**src/rtl/cpu24_mem_pkg.sv**
```systemverilog
// Shared types and constants for the 24-bit CPU data-memory path (big-endian, byte-addressed).
package cpu24_mem_pkg;

    localparam int DATA_W         = 24;
    localparam int BYTE_W         = 8;
    localparam int BYTES_PER_WORD = 3;
    localparam int MEM_BYTES      = 128;

    typedef enum logic [1:0] {
        IDLE,
        ACCESS,
        DONE
    } lss_state_t;

    // Byte idx of a word in big-endian order: idx 0 is the most significant byte.
    function automatic logic [BYTE_W-1:0] be_byte(input logic [DATA_W-1:0] word,
                                                  input logic [1:0]        idx);
        logic [BYTE_W-1:0] b;
        case (idx)
            2'd0:    b = word[23:16];
            2'd1:    b = word[15:8];
            default: b = word[7:0];
        endcase
        return b;
    endfunction

endpackage

```
**src/rtl/load_store_sequencer.sv**
```systemverilog
// Sequences one load/store as big-endian byte accesses on an 8-bit memory port, with range check.
// Latency: N access cycles then one DONE cycle (error: DONE directly); Start ignored while Busy.
module load_store_sequencer #(
    parameter int MEM_BYTES = cpu24_mem_pkg::MEM_BYTES,
    parameter int ADDR_W    = 7
) (
    input  logic              Clock,
    input  logic              Reset,
    input  logic              Start,
    input  logic              IsStore,
    input  logic              IsByte,
    input  logic [23:0]       Address,
    input  logic [23:0]       StoreData,
    output logic              Busy,
    output logic              Done,
    output logic [23:0]       LoadData,
    output logic              AddrError,
    output logic [ADDR_W-1:0] MemAddress,
    output logic [7:0]        MemWriteData,
    output logic              MemWrite,
    output logic              MemRead,
    input  logic [7:0]        MemReadData
);
    import cpu24_mem_pkg::*;

    lss_state_t          state_q, state_d;
    logic [1:0]          idx_q, idx_d;
    logic                is_store_q, is_store_d;
    logic                is_byte_q, is_byte_d;
    logic [ADDR_W-1:0]   addr_q, addr_d;
    logic [DATA_W-1:0]   wdata_q, wdata_d;
    logic [DATA_W-1:0]   load_q, load_d;
    logic                done_q, done_d;
    logic                err_q, err_d;

    logic [DATA_W:0]     req_end;
    logic                in_range;
    logic [1:0]          last_idx;
    logic                access;

    // One spare bit so Address near 2**24 cannot wrap back into range.
    assign req_end  = {1'b0, Address} + (IsByte ? (DATA_W+1)'(1) : (DATA_W+1)'(BYTES_PER_WORD));
    assign in_range = (req_end <= (DATA_W+1)'(MEM_BYTES));
    assign last_idx = is_byte_q ? 2'd0 : 2'(BYTES_PER_WORD - 1);

    always_comb begin
        state_d    = state_q;
        idx_d      = idx_q;
        is_store_d = is_store_q;
        is_byte_d  = is_byte_q;
        addr_d     = addr_q;
        wdata_d    = wdata_q;
        load_d     = load_q;
        done_d     = 1'b0;
        err_d      = 1'b0;
        case (state_q)
            IDLE: begin
                if (Start) begin
                    is_store_d = IsStore;
                    is_byte_d  = IsByte;
                    addr_d     = Address[ADDR_W-1:0];
                    wdata_d    = StoreData;
                    load_d     = '0;
                    idx_d      = 2'd0;
                    if (in_range) begin
                        state_d = ACCESS;
                    end else begin
                        state_d = DONE;
                        done_d  = 1'b1;
                        err_d   = 1'b1;
                    end
                end
            end
            ACCESS: begin
                // Shifting in from the right leaves a byte load zero-extended.
                if (!is_store_q) begin
                    load_d = {load_q[DATA_W-BYTE_W-1:0], MemReadData};
                end
                if (idx_q == last_idx) begin
                    state_d = DONE;
                    done_d  = 1'b1;
                    idx_d   = 2'd0;
                end else begin
                    idx_d = idx_q + 2'd1;
                end
            end
            default: begin
                state_d = IDLE;
                idx_d   = 2'd0;
            end
        endcase
    end

    always_ff @(posedge Clock) begin
        if (Reset) begin
            state_q    <= IDLE;
            idx_q      <= 2'd0;
            is_store_q <= 1'b0;
            is_byte_q  <= 1'b0;
            addr_q     <= '0;
            wdata_q    <= '0;
            load_q     <= '0;
            done_q     <= 1'b0;
            err_q      <= 1'b0;
        end else begin
            state_q    <= state_d;
            idx_q      <= idx_d;
            is_store_q <= is_store_d;
            is_byte_q  <= is_byte_d;
            addr_q     <= addr_d;
            wdata_q    <= wdata_d;
            load_q     <= load_d;
            done_q     <= done_d;
            err_q      <= err_d;
        end
    end

    // Reset masks the strobes combinationally so an interrupted access writes nothing more.
    assign access = (state_q == ACCESS) && !Reset;

    assign Busy         = (state_q != IDLE);
    assign Done         = done_q;
    assign AddrError    = err_q;
    assign LoadData     = load_q;
    assign MemRead      = access && !is_store_q;
    assign MemWrite     = access && is_store_q;
    assign MemAddress   = access ? (addr_q + ADDR_W'(idx_q)) : '0;
    assign MemWriteData = (access && is_store_q)
                        ? (is_byte_q ? wdata_q[7:0] : be_byte(wdata_q, idx_q))
                        : '0;

endmodule

```
**config.mk**
```make
export PLATFORM = sky130hd
export DESIGN_NAME = load_store_sequencer
export DESIGN_NICKNAME = d
export VERILOG_FILES = /design/src/rtl/cpu24_mem_pkg.sv /design/src/rtl/load_store_sequencer.sv
export SDC_FILE = /design/constraint.sdc
export NUM_CORES = 1
export LEC_CHECK = 0
export ABC_AREA = 1
export CORE_UTILIZATION = 50
export CTS_CLUSTER_DIAMETER = 60
export CTS_CLUSTER_SIZE = 10
export DETAILED_ROUTE_END_ITERATION = 10
export GPL_TIMING_DRIVEN = 0
export PLACE_DENSITY = 0.85
export SYNTH_ARGS = -nofsm -noshare
export SYNTH_HDL_FRONTEND = slang
export SYNTH_SLANG_ARGS = --single-unit
export TNS_END_PERCENT = 10
```
**constraint.sdc**
```tcl
create_clock -name Clock -period 3.6 [get_ports Clock]
set_input_delay 0.72 -clock Clock [delete_from_list [all_inputs] [get_ports Clock]]
set_output_delay 0.72 -clock Clock [all_outputs]
set_load 0.01 [all_outputs]
```
==> run summary, run 1 <==
drt drc = 0
Min Clock Period, post-route = 3.39 ns
Reg clk slew, reported paths = 0.06 ns
Die Width = 82.0 um
CP Class = input pin to output port
CTS buffer count = 9
asr flop ratio synth = 0%
remaining antenna violation count = 0
syn nets = 551
arrival time worst endpoint = 2.67 ns
routability-driven placement congestion ratio = 0.874
drt pass-1 iters = 4
met3 track demand over resource = 6.78%
DR vias = 3586
I/O pin count = 105
YS warnings = 0
Initial Utilization = 52.8%
Synth Area per Inst = 6.62 um^2
top post-synthesis cells by area = dfxtp_1 (39%), nand2_1 (13%), nor2_1 (11%)
final setup violation count = 0
fin nets = 666
RSZ-0062 raised after global routing = no
Layout Cells excl Fill = 678
Setup TNS = 0 ns
Post-Synthesis Cell Area = 3200 um^2
CP max FO = 8
post-CTS sizing = 0
Longest Clk Path Bufs = 2
fill count = 484
total power = 1480 uW
Core ar. = 6060 um^2
Leak = 0.00185 uW
pre-CTS setup slack = 0.146 ns
Cell Rows = 28
Root Buffer = clkbuf_8
sequential area share after synthesis = 39.4%
outcome = finished, final reports clean
diodes inserted = 0
first-pass GRT wire length = 14300 um
Hold Startpoint = LoadData[21]$_SDFFE_PP0P_
worst slew pin tran = 0.532 ns
period utilisation layout = 94.2%
layout cell share with drive strength beyond 1 = 5.64%
Area after DPL = 4340 um^2
Hold Buf Count CTS = 0
drt total wl = 8700 um
cell taking the most area after synthesis = dfxtp_1
die area = 6730 um^2
design area = 4510 um^2
average wire per standard cell = 12.8 um
Main synth FF type = dfxtp_1
Inst Count DP = 663
Final Hold Vio Count = 0
PnR worst setup slack = 0.211 ns
Synth Instances = 484
max-capacitance violation count = 0
global route hottest layer = met2
Starting DRT DRC Count = 162
Die Y-Extent = 82.0 um
hpwl dp = 6670 um
met1 usage = 31.7%
CTS tree = yes
Post-synth EDFFs = 0
CP Launch Point = Reset
Vias/cell = 5.29
max frequency = 295 MHz
clock skew = 0.00497 ns
setup bufs post-CTS = 0
initial antenna violation count = 0
Slew Viols, Final = 0
worst r2r src = state_q[1]$_SDFFE_PP0P_
Critical Path RT = 2.88 ns
Rel. slew slack = 64.5%
power density over the cells = 329 nW/um^2
Worst VDD drop = 249 uV
worst hold path type = flop to flop
H-Tree Depth = 3
largest net degree at the start of global routing = 11
Synth cell types = 34
Sink Count = 63
crit path capture type = output port
grt total ovfl = 0
area grow syn2layout = 40.7%
CP Launch Type = input pin
Synth Register Bits = 63
PortBufs = 104
top-area cell type share of the netlist area = 39.4%
clock latency on the worst-skew pair = 0.34 ns
total global routing track utilization = 27.7%
vias in the first global route = 3362
GRT met2 Usage = 48.8%
[critical path: stages]
cell and delay (ns):
clkdlybuf4s50_1 0.45, nor2_2 0.22, inv_1 0.15, nor2_1 0.20, inv_1 0.17, a21oi_1 0.19, clkdlybuf4s50_1 0.56
[report_power, final]
part           internal, uW  switching, uW  leakage, uW
sequential              728           17.4     0.000516
combinational           104            111      0.00125
clock                   261            261    0.0000850
[path summary, 6_finish.rpt]
path | endpoint | slack, ns | cells past startpoint
max | MemWriteData[6] | 0.21 | 7
min | LoadData[21]$_SDFFE_PP0P_ | 0.47 | 2
max reg2reg | wdata_q[10]$_SDFFE_PP0P_ | 1.81 | 8
min reg2reg | LoadData[21]$_SDFFE_PP0P_ | 0.47 | 2
[Yosys cell counts, drive strengths merged (3+ instances only)]
cell / count
o32ai: 6
clkbuf: 12
o21ai: 42
o31ai: 6
nand2: 112
nor3: 3
inv: 57
a21oi: 21
nand3: 22
ha: 5
dfxtp: 63
nor2: 100
a22o: 8
buf: 7
o22ai: 6
[registers in the layout, summed over array words and instances, names as in the netlist]
| register | count |
|---|---|
| state_q | 2 |
| addr_q | 7 |
| Done | 1 |
| wdata_q | 24 |
| is_store_q | 1 |
| idx_q | 2 |
| AddrError | 1 |
| is_byte_q | 1 |
| LoadData | 24 |
[area by class of cell]
cell class	instances	area [um^2]	share of cell area (%)
Inverter	58	218	4.83
Sequential cell	63	1260	28.0
Buffer	19	77.6	1.72
Tap cell	75	93.8	2.08
Multi-Input combinational cell	344	1650	36.7
Clock buffer	11	141	3.14
Clock inverter	4	22.5	0.500
Timing Repair Buffer	104	1040	23.1
[metrics by stage]
step / util, % / hold slack [ns]
2_1_floorplan: - / 0.455
3_3_place_gp: 71.6 / 0.457
3_5_place_dp: 71.6 / 0.461
4_1_cts: 74.3 / 0.471
5_1_grt: 74.4 / 0.517
6_report: 74.4 / 0.472
[routing by layer]
layer	routed length [um]	part of all wire, %
met5	0	0
met4	175	2.0
met3	636	7.3
met2	4250	49
met1	3640	42
[cell families (layout without fill, tap and decap cells)]
group           count (synthesis)  count (layout)  synth area share, %
fa+ha+maj                       6               6                 2.58
compound gates                 94              94                 17.6
flops                          63              63                 39.4
xor+xnor                        1               1                0.273
simple gates                  243             243                 31.0
buf+inv                        77             196                 9.22
[layout by cell type, fill, tap and decap left out, types with 10 or more instances in the layout]
cell type        synthesis  final
o21ai_0                 41     41
clkbuf_1                12     13
inv_1                   55     55
nand2_1                108    108
nand3_1                 21     21
nor2_1                  95     94
dfxtp_1                 63     63
clkdlybuf4s50_1          0    104
a21oi_1                 21     21
clkbuf_8                 0     10
(Power assumes the default switching activity.)
==> run 2: changes to the inputs <==
--- a/config.mk
+++ b/config.mk
@@ -8,10 +8,9 @@
 export ABC_AREA = 1
 export CORE_UTILIZATION = 50
 export CTS_CLUSTER_DIAMETER = 60
-export CTS_CLUSTER_SIZE = 10
 export DETAILED_ROUTE_END_ITERATION = 10
 export GPL_TIMING_DRIVEN = 0
-export PLACE_DENSITY = 0.85
+export PLACE_DENSITY = 0.86
 export SYNTH_ARGS = -nofsm -noshare
 export SYNTH_HDL_FRONTEND = slang
 export SYNTH_SLANG_ARGS = --single-unit
==> run 2 against run 1 <==
Via count down 2.3%. Sequential power hardly changed. Register-to-register slack improved by 0.03 ns. First-iteration DRC count fell by 12%. Clock skew up 0.0053 ns. Routed wire length rose by 2.6%. Cell count is 0.15% higher. Largest cell class unchanged. Largest power group unchanged.
==> run summary, run 2 (synthesis results as in run 1) <==
power density over the cells = 344 nW/um^2
Cell Rows = 28
worst slew pin tran = 0.511 ns
Cell Chain, Critical Path = inv_1, ha_1, clkbuf_1, o21ai_1, nand2_1, a21oi_1, clkdlybuf4s50_1
drt drc = 0
grt total ovfl = 0
Setup TNS = 0 ns
CP Class = flop to output port
Seq. cell area = 1260 um^2
routability-driven placement congestion ratio = 0.914
Final Hold Vio Count = 0
layout cell share with drive strength beyond 1 = 5.63%
PortBufs = 104
Sink Count = 63
I/O pin count = 105
diodes inserted = 0
worst hold path type = flop to flop
CP max stage delay = 0.55 ns
delay-heaviest family, CP = buffers and inverters
Layout Cells excl Fill = 679
Starting DRT DRC Count = 143
Core ar. = 6060 um^2
commonest non-fill, non-tap cell in the layout = nand2_1
first-pass GRT wire length = 14000 um
arrival time worst endpoint = 2.65 ns
Slew Viols, Final = 0
DR vias = 3504
Rel. slew slack = 65.9%
initial antenna violation count = 0
total global routing track utilization = 27.5%
Inst Count DP = 663
outcome = finished, final reports clean
Longest Clk Path Bufs = 2
period utilisation layout = 93.6%
RSZ-0062 raised after global routing = no
vias in the first global route = 3164
fin nets = 666
design area = 4530 um^2
final core utilization = 74.7%
Die Y-Extent = 82.0 um
remaining antenna violation count = 0
Die Width = 82.0 um
max-capacitance violation count = 0
CTS tree = yes
Worst VDD drop = 240 uV
worst path bufs/invs = 3
CP max FO = 9
CTS buffer count = 9
commonest non-fill, non-tap cells in the layout = nand2_1 (108), clkdlybuf4s50_1 (104), nor2_1 (94)
CP Launch Type = flop
area grow syn2layout = 41.4%
H-Tree Depth = 3
hpwl dp = 6700 um
Leak = 0.00186 uW
Critical Path RT = 2.88 ns
final setup violation count = 0
average wire per standard cell = 13.1 um
drt pass-1 iters = 4
Reg clk slew, reported paths = 0.07 ns
die area = 6730 um^2
Vias/cell = 5.16
Min Clock Period, post-route = 3.37 ns
CP max stage cell = clkdlybuf4s50_1
crit path capture type = output port
clock latency on the worst-skew pair = 0.35 ns
setup bufs post-CTS = 0
Multi-input gate area = 1650 um^2
Root Buffer = clkbuf_8
Area after DPL = 4340 um^2
largest net degree at the start of global routing = 12
max frequency = 297 MHz
fill count = 495
drt total wl = 8920 um
clock skew = 0.0103 ns
Initial Utilization = 52.8%
## run 2: final timing paths
check	from	to	slack (ns)	depth (start not counted)
max	idx_q[1]$_SDFFE_PP0P_	MemWriteData[6]	0.23	7
min	LoadData[18]$_SDFFE_PP0P_	LoadData[18]$_SDFFE_PP0P_	0.47	2
max reg2reg	state_q[1]$_SDFFE_PP0P_	wdata_q[10]$_SDFFE_PP0P_	1.84	8
min reg2reg	LoadData[18]$_SDFFE_PP0P_	LoadData[18]$_SDFFE_PP0P_	0.47	2
## run 2: power by group
part	switching (uW)	total, uW	leakage, uW	internal, uW
Combinational	113	217	0.00124	104
Sequential	17.4	745	0.000516	728
Clock	279	596	0.0000960	317
Total	409	1560	0.00186	1150
## run 2: repair_timing
item | CTS | global route
setup endpoints to repair | 0 | 1
resized for setup | 0 | 1
hold buffers | 0 | 0
## run 2: metrics by stage
step	setup WS, ns	total power, uW	hold slack [ns]
after floorplan	1.28	861	0.455
after CTS	0.153	1560	0.471
after global placement	0.177	968	0.455
after global routing	0.0508	1620	0.508
final	0.229	1560	0.469
after detailed placement	0.165	973	0.458
## run 2: layout make-up
type / instances / share of cell area [%]
Multi-Input combinational cell: 344 / 36.4
Sequential cell: 63 / 27.8
Timing Repair Buffer: 104 / 23.0
Inverter: 58 / 4.81
Clock buffer: 10 / 2.82
Tap cell: 75 / 2.07
Buffer: 19 / 1.71
Clock inverter: 6 / 1.35
## run 2: routing by layer
metal / wire, um / vias up / global-route usage (%)
met1: 3830 / 1564 / 33.3
met2: 4340 / 131 / 46.8
met3: 550 / 18 / 4.89
met4: 200 / 0 / 13.5
met5: 0 / - / 0
li1: - / 1791 / -
## run 2: worst reg2reg max path: stages (launching register included)
cell	delay, ns
dfxtp_1	0.31
nor2_1	0.12
inv_2	0.06
nor2_1	0.30
inv_1	0.12
clkbuf_1	0.26
buf_2	0.26
nor2_1	0.14
nor2_1	0.07
==> run 3: changes to the inputs <==
--- a/config.mk
+++ b/config.mk
@@ -6,11 +6,12 @@
 export NUM_CORES = 1
 export LEC_CHECK = 0
 export ABC_AREA = 1
-export CORE_UTILIZATION = 50
+export CORE_UTILIZATION = 55
 export CTS_CLUSTER_DIAMETER = 60
 export DETAILED_ROUTE_END_ITERATION = 10
+export DONT_BUFFER_PORTS = 1
 export GPL_TIMING_DRIVEN = 0
-export PLACE_DENSITY = 0.86
+export PLACE_DENSITY = 0.7
 export SYNTH_ARGS = -nofsm -noshare
 export SYNTH_HDL_FRONTEND = slang
 export SYNTH_SLANG_ARGS = --single-unit
==> run 3 against run 2 <==
Worst setup slack improved by 0.43 ns. Maximum frequency increased by 15%. Clock power increased by 3%. Sequential power is essentially flat. Critical path type unchanged. Highest routed layer unchanged. Critical path depth is 1 lower. Global-route usage shrank 1.6 points. Hold slack gained 0.032 ns. Via count fell by 14%. Routed wire length is 16% lower.
==> run summary, run 3 (synthesis results as in run 1) <==
fin nets = 562
Starting DRT DRC Count = 145
Area after DPL = 3290 um^2
CP max stage delay = 0.48 ns
worst path bufs/invs = 2
routability-driven placement congestion ratio = 0.857
Int Power = 1130 uW
final setup violation count = 0
Rel. slew slack = 65.8%
Cell Chain, Critical Path = inv_1, ha_1, clkbuf_1, o21ai_1, nand2_1, a21oi_1
first-pass GRT wire length = 12500 um
DR vias = 3006
drt drc = 0
clock skew = 0.0104 ns
PortBufs = 0
period utilisation layout = 81.8%
Comb power frac = 8.9%
Core ar. = 5570 um^2
Die Y-Extent = 78.3 um
Hold Buf Count CTS = 0
Clk network pwr share = 41.0%
Initial Utilization = 57.5%
Critical Path RT = 2.88 ns
PnR worst setup slack = 0.657 ns
post-CTS sizing = 0
worst slew pin tran = 0.509 ns
CP Class = flop to output port
power density over the cells = 427 nW/um^2
Root Buffer = clkbuf_8
layout cell share with drive strength beyond 1 = 6.41%
commonest non-fill, non-tap cells in the layout = nand2_1 (108), nor2_1 (95), dfxtp_1 (63)
Reg clk slew, reported paths = 0.07 ns
drt total wl = 7520 um
Worst VDD drop = 310 uV
drt pass-1 iters = 4
Vias/cell = 5.26
pre-CTS setup slack = 0.870 ns
CTS tree = yes
clock latency on the worst-skew pair = 0.34 ns
outcome = finished, final reports clean
diodes inserted = 0
CP Launch Type = flop
Final Hold Vio Count = 0
setup bufs post-CTS = 0
max-capacitance violation count = 0
CP max FO = 9
average wire per standard cell = 13.2 um
Longest Clk Path Bufs = 2
final core utilization = 62.6%
Cell Rows = 27
sequential power share = 50.1%
hpwl dp = 5730 um
largest net degree at the start of global routing = 11
initial antenna violation count = 0
CTS buffer count = 9
remaining antenna violation count = 0
I/O pin count = 105
CP max stage cell = dfxtp_1
Sink Count = 63
commonest non-fill, non-tap cell in the layout = nand2_1
max frequency = 340 MHz
arrival time worst endpoint = 2.22 ns
crit path capture type = output port
area grow syn2layout = 8.98%
Die Width = 78.3 um
grt total ovfl = 0
sw power = 364 uW
Setup TNS = 0 ns
RSZ-0062 raised after global routing = no
worst hold path type = input pin to flop
die area = 6130 um^2
Slew Viols, Final = 0
vias in the first global route = 2878
Leak = 0.00147 uW
H-Tree Depth = 3
delay-heaviest family, CP = compound AO/OA/AOI/OAI gates
switch share = 24.4%
design area = 3490 um^2
Min Clock Period, post-route = 2.94 ns
total global routing track utilization = 25.9%
[run 3: cell types whose count changed in the layout (fill, tap and decap cells not counted)]
| cell | delta |
|---|---|
| clkbuf_8 | +2 |
| nor2_2 | -1 |
| nor2_1 | +1 |
| clkdlybuf4s50_1 | -104 |
| clkinv_2 | -2 |
| clkinv_4 | -1 |
[run 3: worst paths after layout]
path / start / endpoint / cells past startpoint / slack, ns
worst max-delay path: idx_q[1]$_SDFFE_PP0P_ / MemWriteData[3] / 6 / 0.66
worst min-delay path: MemReadData[6] / LoadData[6]$_SDFFE_PP0P_ / 2 / 0.50
worst max register to register: state_q[1]$_SDFFE_PP0P_ / wdata_q[17]$_SDFFE_PP0P_ / 8 / 1.87
worst min register to register: LoadData[21]$_SDFFE_PP0P_ / LoadData[21]$_SDFFE_PP0P_ / 2 / 0.52
[run 3: layout make-up]
cell class	instances	area, um^2
Fill cell	564	2080
Multi-Input combinational cell	344	1650
Sequential cell	63	1260
Inverter	58	218
Clock buffer	12	155
Tap cell	72	90.1
Buffer	19	77.6
Clock inverter	3	42.5
[run 3: power groups by stage]
stage	sequential (uW)	clock [uW]	combinational, uW
final	746	611	133
after global routing	749	658	154
after CTS	746	619	133
after detailed placement	761	0	132
after global placement	760	0	130
after floorplan	756	0	105
[run 3: through the flow]
| stage | power [uW] | hold slack (ns) | cells |
|---|---|---|---|
| after floorplan | 861 | 0.455 | 484 |
| after global placement | 890 | 0.494 | 556 |
| after detailed placement | 893 | 0.500 | 556 |
| after CTS | 1500 | 0.489 | 571 |
| after global routing | 1560 | 0.477 | 571 |
| final | 1490 | 0.501 | 571 |
[run 3: metal layers]
| metal | wire length, um | global-route usage (%) | up-vias |
|---|---|---|---|
| met5 | 0 | 0 | - |
| met4 | 55 | 6.11 | 0 |
| met3 | 710 | 11.7 | 4 |
| met2 | 3430 | 42.2 | 95 |
| met1 | 3330 | 31.1 | 1333 |
| li1 | - | - | 1574 |
